==> src/rtl/grf_pkg.sv <==
// Shared types and constants for the writeback stage and general register file.
package grf_pkg;

  typedef logic [4:0]  reg_addr_t;
  typedef logic [31:0] word_t;

  localparam logic [1:0] WB_SEL_ALU = 2'b00;
  localparam logic [1:0] WB_SEL_DM  = 2'b01;
  localparam logic [1:0] WB_SEL_PC8 = 2'b10;

  localparam reg_addr_t REG_ZERO = 5'd0;

  // Link address is the instruction after the delay slot.
  localparam word_t GRF_LINK_OFS_DEFAULT = 32'd8;

endpackage

==> src/rtl/wb_data_mux.sv <==
// Writeback data select: ALU result, load data, link address or zero.
module wb_data_mux
  import grf_pkg::*;
#(
  parameter word_t LINK_OFS = GRF_LINK_OFS_DEFAULT
) (
  input  logic [1:0] sel,
  input  word_t      alu_out,
  input  word_t      dm_out,
  input  word_t      pc,
  output word_t      write_data
);

  // Pure combinational source select; link arithmetic wraps mod 2^32.
  always_comb begin
    write_data = '0;
    case (sel)
      WB_SEL_ALU: write_data = alu_out;
      WB_SEL_DM:  write_data = dm_out;
      WB_SEL_PC8: write_data = pc + LINK_OFS;
      default:    write_data = '0;
    endcase
  end

endmodule

==> src/rtl/w_stage_grf.sv <==
// Writeback stage: data select, 32x32 register file with same-cycle W->D
// bypass, retired-instruction counter and sticky T_new error flag.
// Optional write tracing (simulation only) enabled by defining GRF_TRACE_EN.
module w_stage_grf
  import grf_pkg::*;
#(
  parameter int    NREG     = 32,
  parameter word_t LINK_OFS = GRF_LINK_OFS_DEFAULT
) (
  input  logic       clk,
  input  logic       reset,
  input  reg_addr_t  W_WriteRegAddr,
  input  word_t      W_ALU_out,
  input  word_t      W_DM_out,
  input  word_t      W_PC,
  input  logic       W_CU_EN_RegWrite,
  input  logic [1:0] W_CU_GRFWriteData_Sel,
  input  logic [1:0] W_T_new,
  input  reg_addr_t  D_rs_addr,
  input  reg_addr_t  D_rt_addr,
  output word_t      D_RD1,
  output word_t      D_RD2,
  output word_t      W_WriteData,
  output word_t      W_retired,
  output logic       W_tnew_err
);

  word_t grf_q [NREG];
  word_t grf_d [NREG];
  word_t retired_q, retired_d;
  logic  tnew_err_q, tnew_err_d;
  logic  wr_en;

  wb_data_mux #(
    .LINK_OFS (LINK_OFS)
  ) u_wb_data_mux (
    .sel        (W_CU_GRFWriteData_Sel),
    .alu_out    (W_ALU_out),
    .dm_out     (W_DM_out),
    .pc         (W_PC),
    .write_data (W_WriteData)
  );

  // $0 is hardwired, so a write to it is simply dropped.
  assign wr_en = W_CU_EN_RegWrite && (W_WriteRegAddr != REG_ZERO);

  // Next-state for the register file, counter and error flag.
  always_comb begin
    grf_d = grf_q;
    if (wr_en) grf_d[W_WriteRegAddr] = W_WriteData;
    retired_d  = (W_PC != '0) ? retired_q + 32'd1 : retired_q;
    tnew_err_d = tnew_err_q | (W_T_new != 2'b00);
  end

  // Reset clears all state; a write presented in the reset cycle is lost.
  always_ff @(posedge clk) begin
    if (reset) begin
      for (int i = 0; i < NREG; i++) grf_q[i] <= '0;
      retired_q  <= '0;
      tnew_err_q <= 1'b0;
    end else begin
      grf_q      <= grf_d;
      retired_q  <= retired_d;
      tnew_err_q <= tnew_err_d;
    end
  end

  // Read ports: $0 reads zero, then same-cycle bypass from W, else the file.
  always_comb begin
    D_RD1 = grf_q[D_rs_addr];
    D_RD2 = grf_q[D_rt_addr];
    if (wr_en && D_rs_addr == W_WriteRegAddr) D_RD1 = W_WriteData;
    if (wr_en && D_rt_addr == W_WriteRegAddr) D_RD2 = W_WriteData;
    if (D_rs_addr == REG_ZERO) D_RD1 = '0;
    if (D_rt_addr == REG_ZERO) D_RD2 = '0;
  end

  assign W_retired  = retired_q;
  assign W_tnew_err = tnew_err_q;

`ifdef GRF_TRACE_EN
  // Trace every write that actually lands in the file.
  always_ff @(posedge clk) begin
    if (!reset && wr_en) $display("@%h: $%d <= %h", W_PC, W_WriteRegAddr, W_WriteData);
  end
`endif

endmodule

==> config.mk <==
export PLATFORM = sky130hd
export DESIGN_NAME = w_stage_grf
export DESIGN_NICKNAME = d
export VERILOG_FILES = /design/src/rtl/grf_pkg.sv /design/src/rtl/wb_data_mux.sv /design/src/rtl/w_stage_grf.sv
export SDC_FILE = /design/constraint.sdc
export NUM_CORES = 2
export LEC_CHECK = 0
export BUFFER_PORTS_ARGS = -buffer_cell sky130_fd_sc_hd__buf_2
export CORE_ASPECT_RATIO = 1.25
export CORE_MARGIN = 4
export CORE_UTILIZATION = 58
export CTS_BUF_LIST = sky130_fd_sc_hd__clkbuf_4 sky130_fd_sc_hd__clkbuf_8
export CTS_CLUSTER_SIZE = 25
export DETAILED_ROUTE_END_ITERATION = 7
export PLACE_DENSITY = 0.86
export SYNTH_ARGS = -nofsm -noshare
export SYNTH_HDL_FRONTEND = slang
export SYNTH_SLANG_ARGS = --single-unit
==> constraint.sdc <==
create_clock -name clk -period 1.9 [get_ports clk]
set_input_delay 0 -clock clk [delete_from_list [all_inputs] [get_ports clk]]
set_output_delay 0 -clock clk [all_outputs]
set_load 0.02 [all_outputs]
==> results of run 1 <==
[metal layers]
| metal | GRT usage | GRT overflow |
|---|---|---|
| met5 | 0.6203 | 7 |
| met3 | 0.7573 | 46 |
| met2 | 0.9053 | 126 |
| met1 | 0.7710 | 46 |
| met4 | 0.7584 | 126 |
[metrics by stage]
| stage | utilization | hold WS (ns) | setup TNS (ns) | setup slack (ns) | std cells |
|---|---|---|---|---|---|
| after CTS | 0.7461 | 0.001168 | -54.56 | -0.8964 | 7224 |
| after detailed placement | 0.6731 | 0.2310 | -172.58 | -0.5075 | 6807 |
| after floorplan | - | 0.1246 | -1.387 | -0.1228 | 5252 |
| after global placement | 0.6731 | 0.2138 | -140.62 | -0.4202 | 6807 |
[kinds of logic after synthesis]
family,after synthesis
AO/OA/AOI/OAI,1279
adder cells (fa/ha/maj),2
buffers and inverters,671
multiplexers,732
AND/OR/NAND/NOR,1459
flip-flops,1057
XOR/XNOR,52
[what timing repair did]
item,4_1_cts
pin swaps,165
cloned,2
endpoints found under the hold margin,943
endpoints found under the setup margin,85
gates resized for setup,544
hold buffers,89
setup buffers,44
==> results by stage, run 1 <==
Logic synthesis:
- The leading cell type by number of instances after synthesis is sky130_fd_sc_hd__nor2_1.
- The synthesized instance count is 5252.
- The cell area that synthesis handed to floorplanning was 0.05474 mm^2.
- Of all flip-flops after synthesis, the portion carrying an async set or reset was 0.
- Of the post-synthesis cell area, the dominant cell type holds 0.3865.
- The largest family of logic cells by synthesized area is multiplexers.
- The number of storage elements in the synthesis netlist is 1057.
- The multiplexer fraction of the synthesized cell area is 0.2508.
- Each instance of the synthesized netlist takes up on average 10.42 um^2.
- By area the synthesized netlist is led by sky130_fd_sc_hd__dfxtp_1 (39%), sky130_fd_sc_hd__mux4_2 (21%), sky130_fd_sc_hd__a211oi_1 (12%), sky130_fd_sc_hd__nor2_1 (7.7%), sky130_fd_sc_hd__mux2i_1 (3.4%).
- Synthesis instantiated 70 different standard cells from the library.
- The number of warnings reported in the yosys synthesis log is 0.
- The share of the yosys chip area belonging to registers is 0.3865.
- In this run, synthesis inferred 0 flip-flops with an integrated enable.
- The share of synthesized cell area in full adder, half adder and majority cells is 0.0004571.
- The biggest area consumer among synthesized cells is sky130_fd_sc_hd__dfxtp_1.
- The commonest cells after synthesis are sky130_fd_sc_hd__nor2_1 (1126), sky130_fd_sc_hd__dfxtp_1 (1057), sky130_fd_sc_hd__a211oi_1 (899).
- The share of the synthesized netlist area taken by xor and xnor gates is 0.008320.
- Of the total synthesized cell area, the portion taken by AND, OR, NAND and NOR gates is 0.1137.
- The number of nets in the synthesized netlist is 5372.
- Among all flip-flop cells after synthesis, the most frequent one is sky130_fd_sc_hd__dfxtp_1.
- The area fraction in compound gates after synthesis is 0.1821.

Status:
- The stage where the run came to a stop is global routing (5_1_grt).
- The flow did not finish.
- The first error in the log reads "[ERROR GRT-0232] Routing congestion too high. Check the congestion heatmap in the GUI".

Global routing:
- After global routing the overflow that remains totals 351.
- The number of antenna violations at the first check in global routing is 49.
- In the global route stage, overall resource usage came out at 0.8006.
- Entering global routing, the biggest net connects 101 pins.

Timing:
- After the last repair the worst path ends at an output port.
- The worst-path endpoint after global-route repair_timing is D_RD1[11].

Clocking:
- The number of buffers on the longest clock path is 3.
- The total number of clock tree sinks is 1057.
- The H-tree was split into 4 levels.
- Counting the buffers created by CTS gives 163.
- The root buffer cell chosen for the clock tree is sky130_fd_sc_hd__clkbuf_8.

Die:
- The row count is 125.
- In this run the count of I/O pins placed on the die edge is 247.
- The die height is 351.5 um.
- The die span in x is 282.8 um.
- The starting utilization of the core area is 0.5863.

Placement:
- The cell area reported after detailed placement is 0.06285 mm^2.
- The estimated wirelength of the detail-placed design is 135300 um.
- The number of port buffers is 246.
- The routability congestion estimate from global placement is 0.9644.
==> inputs of run 2 (changes only) <==
==> config.mk (replaced) <==
export PLATFORM = sky130hd
export DESIGN_NAME = w_stage_grf
export DESIGN_NICKNAME = d
export VERILOG_FILES = /design/src/rtl/grf_pkg.sv /design/src/rtl/wb_data_mux.sv /design/src/rtl/w_stage_grf.sv
export SDC_FILE = /design/constraint.sdc
export NUM_CORES = 2
export LEC_CHECK = 0
export BUFFER_PORTS_ARGS = -buffer_cell sky130_fd_sc_hd__buf_2
export CORE_MARGIN = 4
export CORE_UTILIZATION = 40
export DETAILED_ROUTE_END_ITERATION = 7
export PLACE_DENSITY_LB_ADDON = 0.15
export SYNTH_ARGS = -nofsm -noshare
export SYNTH_HDL_FRONTEND = slang
export SYNTH_SLANG_ARGS = --single-unit
==> constraint.sdc (replaced) <==
create_clock -name clk -period 2.47 [get_ports clk]
set_input_delay 0 -clock clk [delete_from_list [all_inputs] [get_ports clk]]
set_output_delay 0 -clock clk [all_outputs]
set_load 0.02 [all_outputs]
==> run 2 against run 1 <==
  * The flow now finishes, with violations (setup timing)
  * Area after synthesis did not move
  * Synthesized cell count did not move
==> results by stage, run 2 <==
Clocking:
- The number of buffers created by CTS was 117 (was 163).
- The cell at the root of the clock tree is sky130_fd_sc_hd__clkbuf_16 (was sky130_fd_sc_hd__clkbuf_8).
- The clock-pin slew reported for the worst setup and hold paths after clock tree synthesis is 0.06 ns.
- The later pin in the worst-skew pair is clocked with a latency of 0.74 ns.
- TritonCTS built the clock tree.
- The number of buffers on the longest clock path is 3 (unchanged).
- The H-tree level count is 3 (was 4).
- The total number of clock tree sinks is 1057 (unchanged).

Global routing:
- The number of antenna violations at the first check in global routing came to 6.
- The total track usage is 0.2910.
- The remaining global-route overflow is 0.
- The first global-routing pass estimated 309600 um of wire.
- Entering global routing, the biggest net connects 124 pins.
- The via count of the first global-routing pass is 44360.

Layout:
- Of the cells placed in the final design, the portion with a size suffix greater than 1 is 0.3417.
- At the end of the flow the core is filled with cells to 0.4952.
- The design area is 0.06716 mm^2.
- The post-synthesis to final-layout area growth is 22.68%.
- The number of nets in the final layout is 5576.
- In the layout the commonest cells are sky130_fd_sc_hd__nor2_1 (1089), sky130_fd_sc_hd__dfxtp_1 (970), sky130_fd_sc_hd__a211oi_1 (853).
- Leaving out fill and tap cells, the most frequent cell in the layout is sky130_fd_sc_hd__nor2_1.
- The top register by number of flip-flops is grf_q.
- The register with the most flip-flops in the layout has 1024 of them.

Power and ir drop:
- The largest voltage drop on the vdd net is 547.9 uV.
- Power spread over the standard cell area amounts to 605.0 mW/mm^2.
- The static leakage is 21.92 nW.
- After layout, the design draws a total of 40.63 mW.

Worst setup path:
- The signal on the critical path passes through mux4_2 > a22o_1 > a221oi_2 > buf_4 > and3_4 > o22ai_4 > buf_6.
- At the worst endpoint, the required time is 2.47 ns.
- In this design, the stage delay of the slowest critical-path cell is 0.47 ns.
- The startpoint class of the critical path is a flip-flop.
- Along the worst path, the maximum fanout reaches 2.
- The cell with the largest stage delay on the worst path is sky130_fd_sc_hd__mux4_2.
- The endpoint type of the worst setup path is a primary output.
- Data arrives at the worst endpoint at 2.68 ns.
- The worst setup path is of the reg2out kind.

Detailed routing:
- Across all layers, the routed design uses 45490 vias.
- The DRC marker count from the first detailed-route iteration is 4485.
- The routed length per instance is 28.73 um.
- After detailed routing, the total wire length is 210800 um.
- The post-detailed-route DRC marker count is 0.
- Using the TritonRoute via totals, the vias-per-cell ratio works out to 6.202.
- The post-detailed-route count of antenna-violating nets is 0.
- The number of iterations in the first detailed-routing pass is 5.

Logic synthesis:
- The synthesized area per cell is 10.42 um^2 (unchanged).
- The count of unique library cells instantiated by Yosys is 70 (unchanged).
- The leading cell type by number of instances after synthesis was sky130_fd_sc_hd__nor2_1 (unchanged).
- Top cells by area in the synthesized netlist: sky130_fd_sc_hd__dfxtp_1 (39%), sky130_fd_sc_hd__mux4_2 (21%), sky130_fd_sc_hd__a211oi_1 (12%), sky130_fd_sc_hd__nor2_1 (7.7%), sky130_fd_sc_hd__mux2i_1 (3.4%) (unchanged).
- The most used flip-flop cell after synthesis is sky130_fd_sc_hd__dfxtp_1 (unchanged).
- The biggest area consumer among synthesized cells is sky130_fd_sc_hd__dfxtp_1 (unchanged).
- The number of warnings reported in the yosys synthesis log was 0 (unchanged).
- The share of the yosys chip area belonging to registers is 0.3865 (unchanged).
- The synthesized instance count is 5252 (unchanged).
- The number of flops mapped to enable cells by yosys is 0 (unchanged).
- The number of storage elements in the synthesis netlist was 1057 (unchanged).
- The area of the mapped netlist is 0.05474 mm^2 (unchanged).
- The async set-reset flop share out of synthesis came to 0 (unchanged).
- Top cells by instance count after synthesis: sky130_fd_sc_hd__nor2_1 (1126), sky130_fd_sc_hd__dfxtp_1 (1057), sky130_fd_sc_hd__a211oi_1 (899) (unchanged).
- The synthesized netlist net count was 5372 (unchanged).
- The share of Yosys cell area claimed by the top area cell type is 0.3865 (unchanged).

Timing:
- The final cycle utilization of the critical path is 1.086.
- Clock skew on the completed layout was measured at 0.005451 ns.
- Setup repair after global routing could not meet its margin everywhere.
- For the pin with the worst max-slew slack, the measured transition is 1.043 ns.
- Measured against its own limit, the worst slew margin works out to 0.3018.
- The final setup violation count is 29.
- The final-report max-slew violation count is 0.
- The final hold violation count is 0.
- Once routing completed, OpenROAD measured the worst setup slack at -0.2130 ns.
- The clock period minus final worst setup slack is 2.683 ns.
- The peak clock frequency supported by timing is 372.7 MHz.

Placement:
- The worst slack at placement came to -0.3124 ns (was -0.5075 ns).
- The routability congestion estimate from global placement was 0.8579 (was 0.9644).
- The estimated wirelength of the detail-placed design is 137300 um (was 135300 um).
- The cell area reported after detailed placement is 0.06066 mm^2 (was 0.06285 mm^2).
- The number of port buffers is 246 (unchanged).

Status:
- The checks that failed: setup timing.
- Result of the run: complete, but fails checks (was did not finish).

Die:
- The die span in x is 377.9 um (was 282.8 um).
- The die covers 0.1428 mm^2.
- The number of top-level design ports is 247 (unchanged).
- The die height is 377.9 um (was 351.5 um).
- The row count is 135 (was 125).
- The starting utilization of the core area came to 0.4036 (was 0.5863).
- The floorplan step defined a core boundary enclosing 0.1356 mm^2.

Min path:
- The type of the most critical hold path is in2reg.

Job:
- The max capacitance violation total is 0.
==> run 2: cell counts after synthesis <==
Identical to the previous run, type by type.
==> run 2: routing by layer <==
layer  share of wire  global-route usage
met5        0.000062                   0
met4           0.030             0.09151
met2            0.44              0.4403
met1            0.44              0.4223
met3           0.090             0.05342
==> run 2: worst paths after layout <==
kind	start	endpoint	slack, ns	cells past startpoint
worst max-delay path	grf_q[124]	D_RD2[28]	-0.21	7
worst min-delay path	W_ALU_out[27]	grf_q[59]	0.05	6
worst max register to register	W_retired[4]	W_retired[19]	0.42	7
worst min register to register	grf_q[1010]	grf_q[1010]	0.48	1
==> run 2: repair_timing <==
action | in CTS | in global routing
resized for setup | 367 | 156
buffers inserted | 14 | 3
endpoints found under the hold margin | 611 | 0
pin swaps | 126 | 67
hold buffers | 46 | 0
setup endpoints to repair | 59 | 61
==> run 2: cells by family after synthesis <==
group,after synthesis,synth area share
simple gates,1459,0.1137
compound gates,1279,0.1821
flops,1057,0.3865
mux,732,0.2508
buf+inv,671,0.05801
xor+xnor,52,0.008320
fa+ha+maj,2,0.0004570
==> run 2: critical path, delay by kind of cell, from the launching register on <==
kind,cells,cell delay [ns]
AND/OR/NAND/NOR,1,0.18
buffers and inverters,2,0.34
AO/OA/AOI/OAI,3,0.64
flip-flops,1,0.32
multiplexers,1,0.47
==> run 2: layout make-up <==
type	instances	area, um^2
diodes	2	5.005
clock buffers	182	3547
clock inverters	33	379.1
fillers	12310	68480
inverters	43	161.4
multi-input cells	3524	32610
flip-flops and latches	1057	21270
well taps	1781	2228
repair buffers	713	6959
==> run 2: metrics by stage <==
stage	setup TNS [ns]	hold slack [ns]	cells
2_1_floorplan	0	0.1246	5252
3_3_place_gp	-0.8498	0.2192	7074
3_5_place_dp	-0.6087	0.2380	7074
4_1_cts	-4.550	0.0007110	7332
5_1_grt	-4.252	0.06504	7333
6_report	-1.980	0.05310	7335
==> run 2: power breakdown <==
group | leakage [nW] | total, mW | internal (mW) | switching [mW]
clock | 1.94 | 18.0 | 10.5 | 7.46
sequential | 8.57 | 17.4 | 17.3 | 0.146
combinational | 11.4 | 5.23 | 1.94 | 3.29
Note: power is estimated with default switching activity, not from simulation.
